===== config.mk =====
export PLATFORM = sky130hd
export DESIGN_NAME = id_ex_operand_stage
export DESIGN_NICKNAME = d
export VERILOG_FILES = /design/src/rtl/id_ex_operand_stage_pkg.sv /design/src/rtl/id_ex_operand_stage_operand_bypass_mux.sv /design/src/rtl/id_ex_operand_stage.sv
export SDC_FILE = /design/constraint.sdc
export NUM_CORES = 1
export LEC_CHECK = 0
export ABC_CLOCK_PERIOD_IN_PS = 2200
export BUFFER_PORTS_ARGS = -buffer_cell sky130_fd_sc_hd__buf_2
export CORE_AREA = 2 2 157 159
export CTS_CLUSTER_DIAMETER = 60
export CTS_CLUSTER_SIZE = 12
export DETAILED_ROUTE_END_ITERATION = 10
export DIE_AREA = 0 0 159 161
export GPL_TIMING_DRIVEN = 0
export PLACE_DENSITY = 0.66
export SLEW_MARGIN = 30
export SYNTH_ARGS = -nofsm -noshare
export SYNTH_HDL_FRONTEND = slang
export SYNTH_SLANG_ARGS = --single-unit

===== constraint.sdc =====
create_clock -name CLK -period 2.2 [get_ports CLK]
set_input_delay 0.55 -clock CLK [delete_from_list [all_inputs] [get_ports CLK]]
set_output_delay 0.55 -clock CLK [all_outputs]
set_load 0.1 [all_outputs]

===== src/rtl/id_ex_operand_stage_pkg.sv =====
// Shared definitions for the ID/EX operand stage.
// Contents: default datapath widths, ALU opcode encodings carried to execute,
// and the hard-wired zero register address.
package id_ex_operand_stage_pkg;

   localparam int DATA_WIDTH     = 32;
   localparam int REG_ADDR_WIDTH = 5;
   localparam int ALU_OP_WIDTH   = 5;

   localparam logic [REG_ADDR_WIDTH-1:0] REG_X0 = '0;

   localparam logic [ALU_OP_WIDTH-1:0] ALU_ADD  = 5'd0;
   localparam logic [ALU_OP_WIDTH-1:0] ALU_SUB  = 5'd1;
   localparam logic [ALU_OP_WIDTH-1:0] ALU_AND  = 5'd2;
   localparam logic [ALU_OP_WIDTH-1:0] ALU_OR   = 5'd3;
   localparam logic [ALU_OP_WIDTH-1:0] ALU_XOR  = 5'd4;
   localparam logic [ALU_OP_WIDTH-1:0] ALU_SLL  = 5'd5;
   localparam logic [ALU_OP_WIDTH-1:0] ALU_SRL  = 5'd6;
   localparam logic [ALU_OP_WIDTH-1:0] ALU_SRA  = 5'd7;
   localparam logic [ALU_OP_WIDTH-1:0] ALU_SLT  = 5'd8;
   localparam logic [ALU_OP_WIDTH-1:0] ALU_SLTU = 5'd9;
   localparam logic [ALU_OP_WIDTH-1:0] ALU_LUI  = 5'd10;

endpackage


===== src/rtl/id_ex_operand_stage_operand_bypass_mux.sv =====
// Combinational operand resolver for one source register.
// Ports:
//   rs_address        source register address
//   rf_data           register file read data for that address
//   mem_rd_*          MEM-stage destination, write enable and result
//   wb_rd_*           WB-stage destination, write enable and write data
//   operand           resolved value (MEM over WB over register file; x0 reads 0)
module operand_bypass_mux #(
   parameter int DATA_WIDTH     = id_ex_operand_stage_pkg::DATA_WIDTH,
   parameter int REG_ADDR_WIDTH = id_ex_operand_stage_pkg::REG_ADDR_WIDTH
) (
   input  logic [REG_ADDR_WIDTH-1:0] rs_address,
   input  logic [DATA_WIDTH-1:0]     rf_data,
   input  logic [REG_ADDR_WIDTH-1:0] mem_rd_address,
   input  logic                      mem_rd_write_en,
   input  logic [DATA_WIDTH-1:0]     mem_result,
   input  logic [REG_ADDR_WIDTH-1:0] wb_rd_address,
   input  logic                      wb_rd_write_en,
   input  logic [DATA_WIDTH-1:0]     wb_rd_data,
   output logic [DATA_WIDTH-1:0]     operand
);
   import id_ex_operand_stage_pkg::*;

   logic mem_hit;
   logic wb_hit;

   // A nonzero check on the producer side keeps a stray x0 write from
   // being forwarded; the final x0 override below covers the consumer side.
   assign mem_hit = mem_rd_write_en && (mem_rd_address == rs_address) && (mem_rd_address != REG_X0);
   assign wb_hit  = wb_rd_write_en  && (wb_rd_address  == rs_address) && (wb_rd_address  != REG_X0);

   always_comb begin
      operand = rf_data;
      if (rs_address == REG_X0) begin
         operand = '0;
      end else if (mem_hit) begin
         operand = mem_result;
      end else if (wb_hit) begin
         operand = wb_rd_data;
      end
   end

endmodule


===== src/rtl/id_ex_operand_stage.sv =====
// ID/EX pipeline register with MEM/WB operand bypass and load-use detection.
// Ports:
//   CLK, RSTN                 clock, asynchronous active-low reset
//   ID_*                      decoded instruction from decode, ID_VALID/ID_READY handshake
//   RS1_DATA, RS2_DATA        register file read data
//   MEM_*, WB_*               bypass sources from the MEM and WB stages
//   FLUSH                     redirect: kill captured and held instruction
//   EX_READY, EX_VALID, EX_*  held instruction toward execute
//   LOAD_USE_STALL(_COUNT)    hazard indication and saturating stall counter
module id_ex_operand_stage #(
   parameter int DATA_WIDTH      = id_ex_operand_stage_pkg::DATA_WIDTH,
   parameter int REG_ADDR_WIDTH  = id_ex_operand_stage_pkg::REG_ADDR_WIDTH,
   parameter int ALU_OP_WIDTH    = id_ex_operand_stage_pkg::ALU_OP_WIDTH,
   parameter int STALL_CNT_WIDTH = 32
) (
   input  logic                       CLK,
   input  logic                       RSTN,
   input  logic                       ID_VALID,
   output logic                       ID_READY,
   input  logic [DATA_WIDTH-1:0]      ID_PC,
   input  logic [REG_ADDR_WIDTH-1:0]  ID_RS1_ADDRESS,
   input  logic [REG_ADDR_WIDTH-1:0]  ID_RS2_ADDRESS,
   input  logic                       ID_USES_RS1,
   input  logic                       ID_USES_RS2,
   input  logic [REG_ADDR_WIDTH-1:0]  ID_RD_ADDRESS,
   input  logic                       ID_RD_WRITE_EN,
   input  logic                       ID_IS_LOAD,
   input  logic [DATA_WIDTH-1:0]      ID_IMM,
   input  logic [ALU_OP_WIDTH-1:0]    ID_ALU_OP,
   input  logic [DATA_WIDTH-1:0]      RS1_DATA,
   input  logic [DATA_WIDTH-1:0]      RS2_DATA,
   input  logic [REG_ADDR_WIDTH-1:0]  MEM_RD_ADDRESS,
   input  logic                       MEM_RD_WRITE_EN,
   input  logic [DATA_WIDTH-1:0]      MEM_RESULT,
   input  logic [REG_ADDR_WIDTH-1:0]  WB_RD_ADDRESS,
   input  logic                       WB_RD_WRITE_EN,
   input  logic [DATA_WIDTH-1:0]      WB_RD_DATA,
   input  logic                       FLUSH,
   input  logic                       EX_READY,
   output logic                       EX_VALID,
   output logic [DATA_WIDTH-1:0]      EX_PC,
   output logic [DATA_WIDTH-1:0]      EX_RS1_VALUE,
   output logic [DATA_WIDTH-1:0]      EX_RS2_VALUE,
   output logic [DATA_WIDTH-1:0]      EX_IMM,
   output logic [REG_ADDR_WIDTH-1:0]  EX_RD_ADDRESS,
   output logic                       EX_RD_WRITE_EN,
   output logic                       EX_IS_LOAD,
   output logic [ALU_OP_WIDTH-1:0]    EX_ALU_OP,
   output logic                       LOAD_USE_STALL,
   output logic [STALL_CNT_WIDTH-1:0] LOAD_USE_STALL_COUNT
);
   import id_ex_operand_stage_pkg::*;

   logic [DATA_WIDTH-1:0]      rs1_value_p0;
   logic [DATA_WIDTH-1:0]      rs2_value_p0;
   logic                       accept_p0;

   logic                       vld_p1;
   logic [DATA_WIDTH-1:0]      pc_p1;
   logic [DATA_WIDTH-1:0]      rs1_value_p1;
   logic [DATA_WIDTH-1:0]      rs2_value_p1;
   logic [DATA_WIDTH-1:0]      imm_p1;
   logic [REG_ADDR_WIDTH-1:0]  rd_address_p1;
   logic                       rd_write_en_p1;
   logic                       is_load_p1;
   logic [ALU_OP_WIDTH-1:0]    alu_op_p1;
   logic [STALL_CNT_WIDTH-1:0] stall_count;

   operand_bypass_mux #(
      .DATA_WIDTH     (DATA_WIDTH),
      .REG_ADDR_WIDTH (REG_ADDR_WIDTH)
   ) u_rs1_bypass (
      .rs_address      (ID_RS1_ADDRESS),
      .rf_data         (RS1_DATA),
      .mem_rd_address  (MEM_RD_ADDRESS),
      .mem_rd_write_en (MEM_RD_WRITE_EN),
      .mem_result      (MEM_RESULT),
      .wb_rd_address   (WB_RD_ADDRESS),
      .wb_rd_write_en  (WB_RD_WRITE_EN),
      .wb_rd_data      (WB_RD_DATA),
      .operand         (rs1_value_p0)
   );

   operand_bypass_mux #(
      .DATA_WIDTH     (DATA_WIDTH),
      .REG_ADDR_WIDTH (REG_ADDR_WIDTH)
   ) u_rs2_bypass (
      .rs_address      (ID_RS2_ADDRESS),
      .rf_data         (RS2_DATA),
      .mem_rd_address  (MEM_RD_ADDRESS),
      .mem_rd_write_en (MEM_RD_WRITE_EN),
      .mem_result      (MEM_RESULT),
      .wb_rd_address   (WB_RD_ADDRESS),
      .wb_rd_write_en  (WB_RD_WRITE_EN),
      .wb_rd_data      (WB_RD_DATA),
      .operand         (rs2_value_p0)
   );

   // A load held in EX has no data yet, so a dependent decode instruction
   // must wait one cycle until the load reaches MEM and can be bypassed.
   assign LOAD_USE_STALL = ID_VALID && vld_p1 && is_load_p1 && rd_write_en_p1
                           && (rd_address_p1 != REG_X0)
                           && ((ID_USES_RS1 && (ID_RS1_ADDRESS == rd_address_p1))
                            || (ID_USES_RS2 && (ID_RS2_ADDRESS == rd_address_p1)));

   // During a flush decode is told "ready" so it drains the wrong-path
   // instruction; the capture below is suppressed by FLUSH priority.
   assign ID_READY  = FLUSH || ((!vld_p1 || EX_READY) && !LOAD_USE_STALL);
   assign accept_p0 = ID_VALID && ID_READY;

   // ---- ID -> EX stage boundary ----
   always_ff @(posedge CLK or negedge RSTN) begin
      if (!RSTN) begin
         vld_p1         <= 1'b0;
         pc_p1          <= '0;
         rs1_value_p1   <= '0;
         rs2_value_p1   <= '0;
         imm_p1         <= '0;
         rd_address_p1  <= '0;
         rd_write_en_p1 <= 1'b0;
         is_load_p1     <= 1'b0;
         alu_op_p1      <= '0;
      end else if (FLUSH) begin
         vld_p1 <= 1'b0;
      end else if (accept_p0) begin
         vld_p1         <= 1'b1;
         pc_p1          <= ID_PC;
         rs1_value_p1   <= rs1_value_p0;
         rs2_value_p1   <= rs2_value_p0;
         imm_p1         <= ID_IMM;
         rd_address_p1  <= ID_RD_ADDRESS;
         rd_write_en_p1 <= ID_RD_WRITE_EN;
         is_load_p1     <= ID_IS_LOAD;
         alu_op_p1      <= ID_ALU_OP;
      end else if (EX_READY) begin
         vld_p1 <= 1'b0;
      end
   end

   always_ff @(posedge CLK or negedge RSTN) begin
      if (!RSTN) begin
         stall_count <= '0;
      end else if (LOAD_USE_STALL && !FLUSH && (stall_count != '1)) begin
         stall_count <= stall_count + 1'b1;
      end
   end

   assign EX_VALID             = vld_p1;
   assign EX_PC                = pc_p1;
   assign EX_RS1_VALUE         = rs1_value_p1;
   assign EX_RS2_VALUE         = rs2_value_p1;
   assign EX_IMM               = imm_p1;
   assign EX_RD_ADDRESS        = rd_address_p1;
   assign EX_RD_WRITE_EN       = rd_write_en_p1;
   assign EX_IS_LOAD           = is_load_p1;
   assign EX_ALU_OP            = alu_op_p1;
   assign LOAD_USE_STALL_COUNT = stall_count;

endmodule


==> qor.csv, run 1 <==
stage,metric,value,unit
route,Final ANT Viol Nets,0,
clock_network,CTS tree,yes,
cells_and_area,ANT cells,0,
timing,fin crit period,2.59,ns
clock_network,total CTS buffers,17,
clock_network,H-tree level count,4,
cells_and_area,final net count,1455,
synthesis,cell count after synthesis,727,
synthesis,Syn Area/Cell,11.5,sq um
die,Die ar.,25600,sq um
die,# IOs,408,
synthesis,Syn Nets,961,
setup_path,WP data required,2.56,ns
synthesis,"Seq/Total Area, Yosys",0.517,
setup_path,WS Path Type,reg2reg,
route,1st-iter DRT viols,456,
cells_and_area,Final Instance Count excl. Fillers,1558,
clock_network,worst skew pair latency,0.43,ns
setup_path,Reg2Reg Launch Point,EX_RD_ADDRESS[2],
setup_path,largest fanout on the critical path,7,
cells_and_area,fillcell total,2051,
placed_design,IO Port Bufs,407,
timing,setup tns final,-42.40,ns
power,Power Dens Cells,907,nW/um^2
route,drt first pass iters,5,
route,DRC viols,0,
setup_path,critical path cell sequence,"or4_4, o21ai_4, buf_6, o2111ai_4, buf_6, buf_12, buf_6, a21oi_4, buf_12, clkbuf_16, a22o_1",
route,WL final,30900,um
timing,Worst slew margin,0.554,
setup_path,CP max stage cell,or4_4,
timing,minimum hold slack,0.344,ns
clock_network,"CTS clk-pin slew, worst paths",0.08,ns
timing,final period utilization,1.18,
synthesis,synthesized flop and latch total,173,
hold_path,worst hold endpoint,EX_PC[5],
timing,worst-margin pin slew,0.662,ns
timing,clk_skew,0.0155,ns
setup_path,worst path bufs/invs,6,
clock_network,CTS sink count,173,
hold_path,Min-Delay Path Class,in2reg,
global_routing,global-route usage over all layers,0.241,
run,max-capacitance violation count,0,
die,# rows,57,
hold_path,hold depth,2,
die,height of the die,161,um
run_status,failing checks,setup timing,
run_status,outcome,"finished, violations left",
die,Placeable Area,24000,sq um
route,WL/cell,19.9,um
setup_path,worst r2r dst,EX_RS2_VALUE[14],
global_routing,pin count of the biggest net entering global routing,86,
route,Via Count,7960,
setup_path,crit-path leading delay family,buffers and inverters,
global_routing,initial antenna violation count,0,
hold_path,HP Start,ID_PC[5],
setup_path,Worst Path Arrival,2.95,ns
setup_path,FF-to-FF path depth,11,
global_routing,vias in the first global route,8341,
placed_design,"Cell Area, Placed",11100,sq um
global_routing,Congestion Overflow GR,0,
synthesis,post-synth top area share,0.517,
clock_network,Max Root-Sink Buffers,2,
placed_design,gpl congestion,0.892,
setup_path,CP dominant cell by count,buf_6,
placed_design,DP Wirelength,21400,um
die,Die Wd,159,um
cells_and_area,share of layout cells above drive strength 1,0.571,
synthesis,Synth area leader,dfrtp_1,
power,Max rail drop VDD,604,uV
timing,Setup Viol. Count Final,175,
clock_network,root buf cell,clkbuf_16,
route,Vias/cell,5.11,
synthesis,Post-Syn Area,8370,sq um
timing,"Hold Vio Cnt, Final",0,
setup_path,CP startpoint kind,register,
cells_and_area,synth-to-layout area growth,63.2,%
setup_path,FF-to-FF setup slack,-0.39,ns
synthesis,synth warn,0,
timing,Setup WS post-layout,-0.391,ns
die,Initial Util,0.349,
timing,RSZ-0062 raised after global routing,true,
setup_path,crit end category,register,
cells_and_area,post-route cell area,13700,sq um
synthesis,Netlist cell types,35,
synthesis,top post-synthesis cells by area,"dfrtp_1 52%, mux2_2 10%, mux2i_1 7.7%",
global_routing,first-pass GRT wire length,48300,um
timing,Max Clk Rate,386,MHz
placed_design,DP Cell Count,1460,
setup_path,"slowest stage delay, CP",0.56,ns
timing,Slew Limit Fails,0,
power,Leak Pwr,6.66,nW
## cell type report
type                            instances  area (sq um)  share of cell area
Inverter                                2          7.51            0.000550
Sequential cell                       173          4400               0.322
Clock inverter                         14           168              0.0123
Tap cell                              324           405              0.0297
Timing Repair Buffer                  480          3220               0.236
Buffer                                 42           453              0.0332
Multi-Input combinational cell        505          4570               0.335
Clock buffer                           18           439              0.0322
## per-layer routing
layer,track usage,wire [um],up-vias
met1,0.312,12900,3923
met2,0.404,15500,344
met5,0,0,-
met4,0.0831,752,0
met3,0.0480,1830,58
li1,-,-,3635
## cells in the final DEF, fill, tap and decap left out, types with 4 or more instances in the layout
cell,instances
clkbuf_8,4
buf_4,15
mux2i_1,64
nand4_1,7
nor4_4,13
nand2_1,12
nor2_4,4
nor3_4,17
buf_12,17
buf_2,410
clkbuf_16,22
buf_8,17
a22o_1,64
xnor2_1,13
dfrtp_4,9
clkbuf_1,12
xor2_1,48
mux2_4,57
and4_1,4
nor2_1,67
buf_6,26
mux2_2,20
dfrtp_1,137
nor3_1,4
dfrtp_2,27
clkinv_8,4
buf_16,13
a21oi_1,64
nand3_1,15
## repair_timing
| action | 4_1_cts | 5_1_grt |
|---|---|---|
| hold buffers | 1 | 0 |
| buffers inserted | 43 | 8 |
| gates cloned | 19 | 2 |
| setup endpoints to repair | 175 | 175 |
| pin swaps | 72 | 25 |
| hold endpoints to repair | 8 | 0 |
| resized for setup | 246 | 32 |
## kinds of logic after synthesis
kind of cell	synth area share
AO/OA/AOI/OAI	0.113
XOR/XNOR	0.0638
adder cells (fa/ha/maj)	0.00149
buffers and inverters	0.0251
flip-flops	0.517
multiplexers	0.180
AND/OR/NAND/NOR	0.0994
## sequential cells by signal, indices dropped and copies added, names as in the netlist
| name | count |
|---|---|
| EX_RS1_VALUE | 32 |
| EX_RD_ADDRESS | 5 |
| EX_VALID | 1 |
| EX_RD_WRITE_EN | 1 |
| LOAD_USE_STALL_COUNT | 32 |
| EX_PC | 32 |
| EX_IMM | 32 |
| EX_IS_LOAD | 1 |
| EX_ALU_OP | 5 |
| EX_RS2_VALUE | 32 |
## worst max-delay path by stage
stage,end,start,slack [ns],depth (start not counted)
4_1_cts,LOAD_USE_STALL,EX_RD_ADDRESS[2],-0.44,6
5_1_grt,LOAD_USE_STALL,EX_RD_ADDRESS[2],-0.51,6
3_5_place_dp,EX_IMM[29],ID_RS2_ADDRESS[4],-1.08,8
3_3_place_gp,LOAD_USE_STALL_COUNT[25],RSTN,-2.84,1
6_report,EX_RS2_VALUE[14],EX_RD_ADDRESS[2],-0.39,11
2_1_floorplan,LOAD_USE_STALL_COUNT[23],EX_RD_ADDRESS[4],-0.32,8
## where the power goes
part / total (W) / switching, W / internal [W]
registers: 0.00389 / 0.000263 / 0.00363
clock network: 0.00310 / 0.00152 / 0.00157
logic: 0.00539 / 0.00416 / 0.00123
total: 0.0124 / 0.00595 / 0.00643
## cells in the mapped netlist
cell and count:
nor3b_1 1, nand4_1 7, mux2i_1 64, and2_1 3, nand3_1 17, nor4_4 1
nand2_1 13, and2_0 1, o21ai_1 1, inv_1 2, nor4_2 3, nor4_1 12
o2111ai_2 1, and3_1 2, nor4b_2 1, or3_1 1, xnor2_1 13, buf_4 1
a32oi_1 1, buf_1 6, mux2_2 77, nand2b_1 2, dfrtp_1 173, and4_1 4
o21a_1 1, o21ai_0 3, clkbuf_1 22, a22o_1 64, buf_2 18, ha_1 1
nor3_1 22, xor2_1 48, a21oi_1 66, nor2_1 71, or4_1 4
## stage by stage
| step | setup WS (ns) | utilization | total power (W) |
|---|---|---|---|
| 2_1_floorplan | -0.322 | - | 0.00786 |
| 3_3_place_gp | -2.84 | 0.459 | 0.00888 |
| 3_5_place_dp | -1.08 | 0.462 | 0.00893 |
| 4_1_cts | -0.441 | 0.564 | 0.0124 |
| 5_1_grt | -0.509 | 0.570 | 0.0128 |
| 6_report | -0.391 | 0.570 | 0.0124 |
Note: power is estimated with default switching activity, not from simulation.
==> run 2: changes to the inputs <==
--- a/config.mk
+++ b/config.mk
@@ -15,3 +15,3 @@
 export GPL_TIMING_DRIVEN = 0
-export PLACE_DENSITY = 0.66
+export PLACE_DENSITY_LB_ADDON = 0.3
 export SLEW_MARGIN = 30
--- a/constraint.sdc
+++ b/constraint.sdc
@@ -3,2 +3,2 @@
 set_output_delay 0.55 -clock CLK [all_outputs]
-set_load 0.1 [all_outputs]
+set_load 0.02 [all_outputs]
==> qor.csv, run 2 (synthesized netlist as in run 1, its figures left out) <==
stage,metric,value,unit,change
cells_and_area,post-route core utilization,0.574,,+0.00423
placed_design,DP Wirelength,22600,um,+6.0%
route,WL/cell,20.6,um,+3.7%
timing,Max Clk Rate,395,MHz,+2.3%
die,# IOs,408,,unchanged
global_routing,met1 usage,0.299,,-0.0135
timing,worst-margin pin slew,0.659,ns,-0.00324 ns
global_routing,gr busiest metal,met2,,
die,Initial Util,0.349,,unchanged
die,Die ar.,25600,sq um,unchanged
placed_design,dpl ws,-1.03,ns,+0.0506 ns
die,Placeable Area,24000,sq um,unchanged
cells_and_area,fillcell total,2078,,+1.3%
die,# rows,57,,unchanged
clock_network,H-tree level count,4,,unchanged
placed_design,IO Port Bufs,407,,unchanged
global_routing,global-route usage over all layers,0.242,,+0.00106
hold_path,Min-Delay Path Class,in2reg,,
cells_and_area,"commonest cells after routing, fill and taps aside","409 x buf_2, 166 x dfrtp_1, 67 x nor2_1",,
timing,Setup Viol. Count Final,175,,unchanged
route,drt first pass iters,5,,unchanged
placed_design,"Cell Area, Placed",11000,sq um,-0.38%
power,Leak Pwr,6.71,nW,+0.76%
clock_network,CTS sink count,173,,unchanged
setup_path,WP data required,1.65,ns,-0.91 ns
global_routing,vias in the first global route,8271,,-0.84%
clock_network,Max Root-Sink Buffers,2,,unchanged
setup_path,Worst Path Arrival,1.98,ns,-0.97 ns
timing,final period utilization,1.15,,-0.0261
global_routing,GRT met3 Usage,0.0624,,+0.0144
timing,minimum hold slack,0.352,ns,+0.00758 ns
cells_and_area,post-route cell area,13800,sq um,+0.74%
cells_and_area,synth-to-layout area growth,64.4,%,
die,height of the die,161,um,unchanged
timing,fin crit period,2.53,ns,-0.0575 ns
cells_and_area,"commonest non-fill, non-tap cell in the layout",buf_2,,
global_routing,GR Util met2,0.412,,+0.00830
power,Overall Power,0.00983,W,-21%
placed_design,gpl congestion,0.862,,-3.4%
cells_and_area,final net count,1463,,+0.55%
route,Via Count,8040,,+1.0%
route,WL final,32300,um,+4.5%
clock_network,root buf cell,clkbuf_16,,
timing,RSZ-0062 raised after global routing,true,,
timing,Setup WS post-layout,-0.333,ns,+0.0575 ns
route,DRC viols,0,,unchanged
global_routing,pin count of the biggest net entering global routing,82,,-4.7%
power,Power Dens Cells,714,nW/um^2,-21%
die,Die Wd,159,um,unchanged
run_status,failing checks,setup timing,,
timing,"Hold Vio Cnt, Final",0,,unchanged
power,Max rail drop VDD,438,uV,-27%
route,Final ANT Viol Nets,0,,unchanged
global_routing,Congestion Overflow GR,0,,unchanged
setup_path,largest fanout on the critical path,4,,-3
setup_path,crit end category,output pin,,
timing,clk_skew,0.0120,ns,-0.00358 ns
global_routing,initial antenna violation count,6,,+6
cells_and_area,share of layout cells above drive strength 1,0.551,,-0.0201
route,Vias/cell,5.12,,+0.23%
global_routing,first-pass GRT wire length,47900,um,-0.69%
route,1st-iter DRT viols,482,,+5.7%
clock_network,"CTS clk-pin slew, worst paths",0.07,ns,about the same
setup_path,CP startpoint kind,register,,
run,max-capacitance violation count,0,,unchanged
clock_network,CTS tree,yes,,
clock_network,total CTS buffers,17,,unchanged
run_status,outcome,"finished, violations left",,
setup_path,WS Path Type,reg2out,,
clock_network,worst skew pair latency,0.42,ns,about the same
timing,Slew Limit Fails,0,,unchanged
timing,Worst slew margin,0.557,,+0.00353
[run 2: cell count changes in the layout (fill, tap and decap cells not counted), sizes merged]
cell / previous run / this run
clkbuf: 39 / 46
diode: 0 / 5
bufinv: 0 / 3
buf: 499 / 501
inv: 9 / 7
clkinv: 7 / 2
clkinvlp: 0 / 2
[run 2: what timing repair did]
item,in CTS,in global routing
pin swaps,26,56
hold buffers,1,0
buffers inserted,35,18
endpoints found under the hold margin,14,0
gates resized for setup,142,98
gates cloned,21,6
setup endpoints to repair,175,175
[run 2: report_power, final]
part	total [W]	switching [W]	internal [W]
combinational	0.00266	0.00140	0.00126
sequential	0.00388	0.000261	0.00362
clock	0.00328	0.00140	0.00188
total	0.00983	0.00306	0.00676
[run 2: layer usage]
metal,wire length [um],vias up
met2,16300,376
met5,13,-
met4,915,2
li1,-,3642
met3,2110,49
met1,13000,3971
[run 2: critical path, stage by stage, from the launching register on]
cell and delay [ns]:
dfrtp_2 0.45, xor2_2 0.17, nor4_4 0.32, a32oi_2 0.22, buf_4 0.19, nor2_4 0.09, buf_6 0.12
[run 2: cell type report]
cell class                      count  area, sq um  share of cell area
Antenna cell                        5         12.5            0.000909
Buffer                             45          564              0.0410
Clock buffer                       19          453              0.0329
Clock inverter                     12          174              0.0126
Inverter                            2         7.51            0.000546
Multi-Input combinational cell    505         4470               0.325
Sequential cell                   173         4340               0.315
Tap cell                          324          405              0.0295
Timing Repair Buffer              485         3330               0.242
[run 2: worst paths after layout]
kind	start	end	slack [ns]	cells past startpoint
setup / recovery	EX_RD_ADDRESS[4]	LOAD_USE_STALL	-0.33	6
hold / removal	ID_PC[4]	EX_PC[4]	0.35	2
setup reg to reg	EX_RD_ADDRESS[4]	EX_IMM[26]	-0.33	10
hold reg to reg	LOAD_USE_STALL_COUNT[22]	LOAD_USE_STALL_COUNT[22]	0.48	1
max in group asynchronous	RSTN	LOAD_USE_STALL_COUNT[16]	0.99	3
min in group asynchronous	RSTN	EX_RS1_VALUE[25]	0.53	2
[run 2: through the flow]
| stage | setup TNS (ns) | cells |
|---|---|---|
| 4_1_cts | -30.80 | 1546 |
| 5_1_grt | -50.56 | 1570 |
| 3_5_place_dp | -128.30 | 1460 |
| 2_1_floorplan | -2.52 | 727 |
| 6_report | -39.70 | 1570 |
| 3_3_place_gp | -513.42 | 1458 |
==> run 3: changes to the inputs <==
SETUP_SLACK_MARGIN = 0.15   (was default)
==> qor.csv, run 3 (synthesized netlist as in run 1, its figures left out) <==
stage,metric,value,unit,change
setup_path,FF-to-FF path depth,9,,-1
setup_path,WS Path Type,reg2reg,,
timing,worst-margin pin slew,0.683,ns,+0.0235 ns
setup_path,WP data required,2.51,ns,+0.86 ns
cells_and_area,share of layout cells above drive strength 1,0.562,,+0.0107
timing,Setup WS post-layout,-0.289,ns,+0.0442 ns
hold_path,Min-Delay Path Class,in2reg,,
die,Placeable Area,24000,sq um,unchanged
setup_path,CP startpoint kind,register,,
clock_network,CTS tree,yes,,
timing,"Hold Vio Cnt, Final",0,,unchanged
die,Initial Util,0.349,,unchanged
timing,Slew Limit Fails,0,,unchanged
power,Leak Pwr,6.93,nW,+3.4%
setup_path,worst r2r dst,EX_RD_ADDRESS[4],,
clock_network,CTS sink count,173,,unchanged
cells_and_area,"commonest cells after routing, fill and taps aside","407 x buf_2, 163 x dfrtp_1, 77 x mux2_4",,
run_status,outcome,"finished, violations left",,
hold_path,hold depth,2,,unchanged
power,Power Dens Cells,702,nW/um^2,-1.7%
route,Via Count,8112,,+0.90%
timing,fin crit period,2.49,ns,-0.0442 ns
run,max-capacitance violation count,0,,unchanged
clock_network,total CTS buffers,17,,unchanged
setup_path,crit end category,register,,
global_routing,initial antenna violation count,7,,+1
setup_path,FF-to-FF setup slack,-0.29,ns,+0.04 ns
power,Psw,0.00315,W,+2.8%
clock_network,root buf cell,clkbuf_16,,
setup_path,largest fanout on the critical path,5,,+1
route,Vias/cell,5.13,,+0.26%
timing,clk_skew,0.0101,ns,-0.00185 ns
hold_path,worst hold endpoint,EX_PC[18],,
die,height of the die,161,um,unchanged
clock_network,"CTS clk-pin slew, worst paths",0.08,ns,about the same
power,P_int,0.00665,W,-1.7%
route,WL/cell,21.6,um,+4.6%
cells_and_area,"commonest non-fill, non-tap cell in the layout",buf_2,,
run_status,failing checks,setup timing,,
global_routing,global-route usage over all layers,0.251,,+0.00934
power,sw frac,0.321,,+0.00977
setup_path,"slowest stage delay, CP",0.45,ns,about the same
power,Clock power frac,0.321,,-0.013
setup_path,critical path cell sequence,"xor2_2, nor4_4, a32oi_4, buf_6, o2111ai_4, buf_6, buf_8, clkbuf_16, mux2_4",,
placed_design,DP Wirelength,23400,um,+3.5%
placed_design,IO Port Bufs,407,,unchanged
setup_path,Worst Path Arrival,2.80,ns,+0.82 ns
placed_design,gpl congestion,0.925,,+7.4%
route,WL final,34100,um,+5.3%
setup_path,Reg2Reg Launch Point,EX_RD_ADDRESS[4],,
cells_and_area,post-route core utilization,0.582,,+0.00799
route,DRC viols,0,,unchanged
die,# IOs,408,,unchanged
clock_network,H-tree level count,4,,unchanged
route,1st-iter DRT viols,535,,+11%
timing,final period utilization,1.13,,-0.0201
global_routing,Congestion Overflow GR,0,,unchanged
timing,Max Clk Rate,402,MHz,+1.8%
route,drt first pass iters,5,,unchanged
setup_path,CP dominant cell by count,buf_6,,
die,Die Wd,159,um,unchanged
global_routing,vias in the first global route,8381,,+1.3%
route,Final ANT Viol Nets,0,,unchanged
cells_and_area,synth-to-layout area growth,66.7,%,
hold_path,HP Start,ID_PC[18],,
timing,Worst slew margin,0.541,,-0.0166
global_routing,first-pass GRT wire length,49200,um,+2.7%
cells_and_area,Final Instance Count excl. Fillers,1580,,+0.64%
timing,Setup Viol. Count Final,173,,-1.1%
cells_and_area,final net count,1474,,+0.75%
die,# rows,57,,unchanged
die,Die ar.,25600,sq um,unchanged
power,Seq pwr share,0.398,,+0.003
clock_network,worst skew pair latency,0.43,ns,about the same
setup_path,CP max stage cell,dfrtp_2,,
clock_network,Max Root-Sink Buffers,2,,unchanged
power,Comb power frac,0.282,,+0.011
placed_design,DP Cell Count,1460,,unchanged
power,Max rail drop VDD,510,uV,+16%
timing,RSZ-0062 raised after global routing,true,,
global_routing,pin count of the biggest net entering global routing,76,,-7.3%
## run 3: cell types whose count changed in the layout (fill, tap and decap cells not counted), sizes merged
| cell | before | now |
|---|---|---|
| bufbuf | 1 | 0 |
| clkbuf | 46 | 49 |
| bufinv | 3 | 2 |
| diode | 5 | 3 |
| inv | 7 | 8 |
| buf | 501 | 509 |
| clkinv | 2 | 4 |
## run 3: layer usage
metal	wire [um]	GRT usage	share of wire
met3	2110	0.0598	0.062
met4	754	0.0781	0.022
met1	13800	0.315	0.40
met5	60	0	0.0018
met2	17400	0.431	0.51
## run 3: worst max-delay path by stage
stage | start | to | slack [ns] | cells past startpoint
floorplan | ID_RS2_ADDRESS[4] | LOAD_USE_STALL_COUNT[20] | -0.10 | 8
detailed placement | ID_RS1_ADDRESS[0] | EX_RS1_VALUE[1] | -0.88 | 8
global placement | RSTN | LOAD_USE_STALL_COUNT[1] | -2.70 | 1
finish | EX_RD_ADDRESS[4] | EX_RD_ADDRESS[4] | -0.29 | 9
CTS | EX_RD_ADDRESS[2] | ID_READY | -0.26 | 6
global route | EX_RD_ADDRESS[0] | ID_READY | -0.38 | 7
## run 3: power groups by stage
stage          logic, W  registers, W  clock network [W]
5_1_grt         0.00292       0.00394            0.00331
2_1_floorplan  0.000733       0.00447                  0
3_3_place_gp    0.00226       0.00392                  0
4_1_cts         0.00258       0.00388            0.00317
3_5_place_dp    0.00230       0.00393                  0
6_report        0.00276       0.00390            0.00314
## run 3: through the flow
stage	setup slack (ns)	cell area [sq um]	total power (W)	TNS, ns	hold slack [ns]
floorplan	-0.101	8640	0.00520	-9.56	0.254
global placement	-2.70	11100	0.00618	-519.00	0.479
detailed placement	-0.876	11100	0.00623	-113.83	0.461
CTS	-0.265	13300	0.00964	-27.08	0.328
global route	-0.385	14000	0.0102	-46.84	0.320
finish	-0.289	14000	0.00980	-33.56	0.346
## run 3: final cells by class
cell class	count	area [sq um]
Inverter	2	7.51
Multi-Input combinational cell	505	4670
Antenna cell	3	7.51
Tap cell	324	405
Clock inverter	14	158
Sequential cell	173	4340
Buffer	47	628
Timing Repair Buffer	494	3300
Clock buffer	18	429
Fill cell	2007	10000
## run 3: worst max-delay path: cells and delay by family, from the launching register on
family / cells / cell delay (ns)
buf+inv: 4 / 0.66
compound gates: 2 / 0.47
flops: 1 / 0.45
simple gates: 1 / 0.32
mux: 1 / 0.30
xor+xnor: 1 / 0.17
## run 3: what timing repair did
| action | in CTS | in global routing |
|---|---|---|
| pin swaps | 63 | 41 |
| hold endpoints to repair | 2 | 0 |
| resized for setup | 201 | 68 |
| endpoints found under the setup margin | 175 | 175 |
| cloned | 13 | 10 |
| setup buffers | 39 | 22 |
| hold buffers | 1 | 0 |
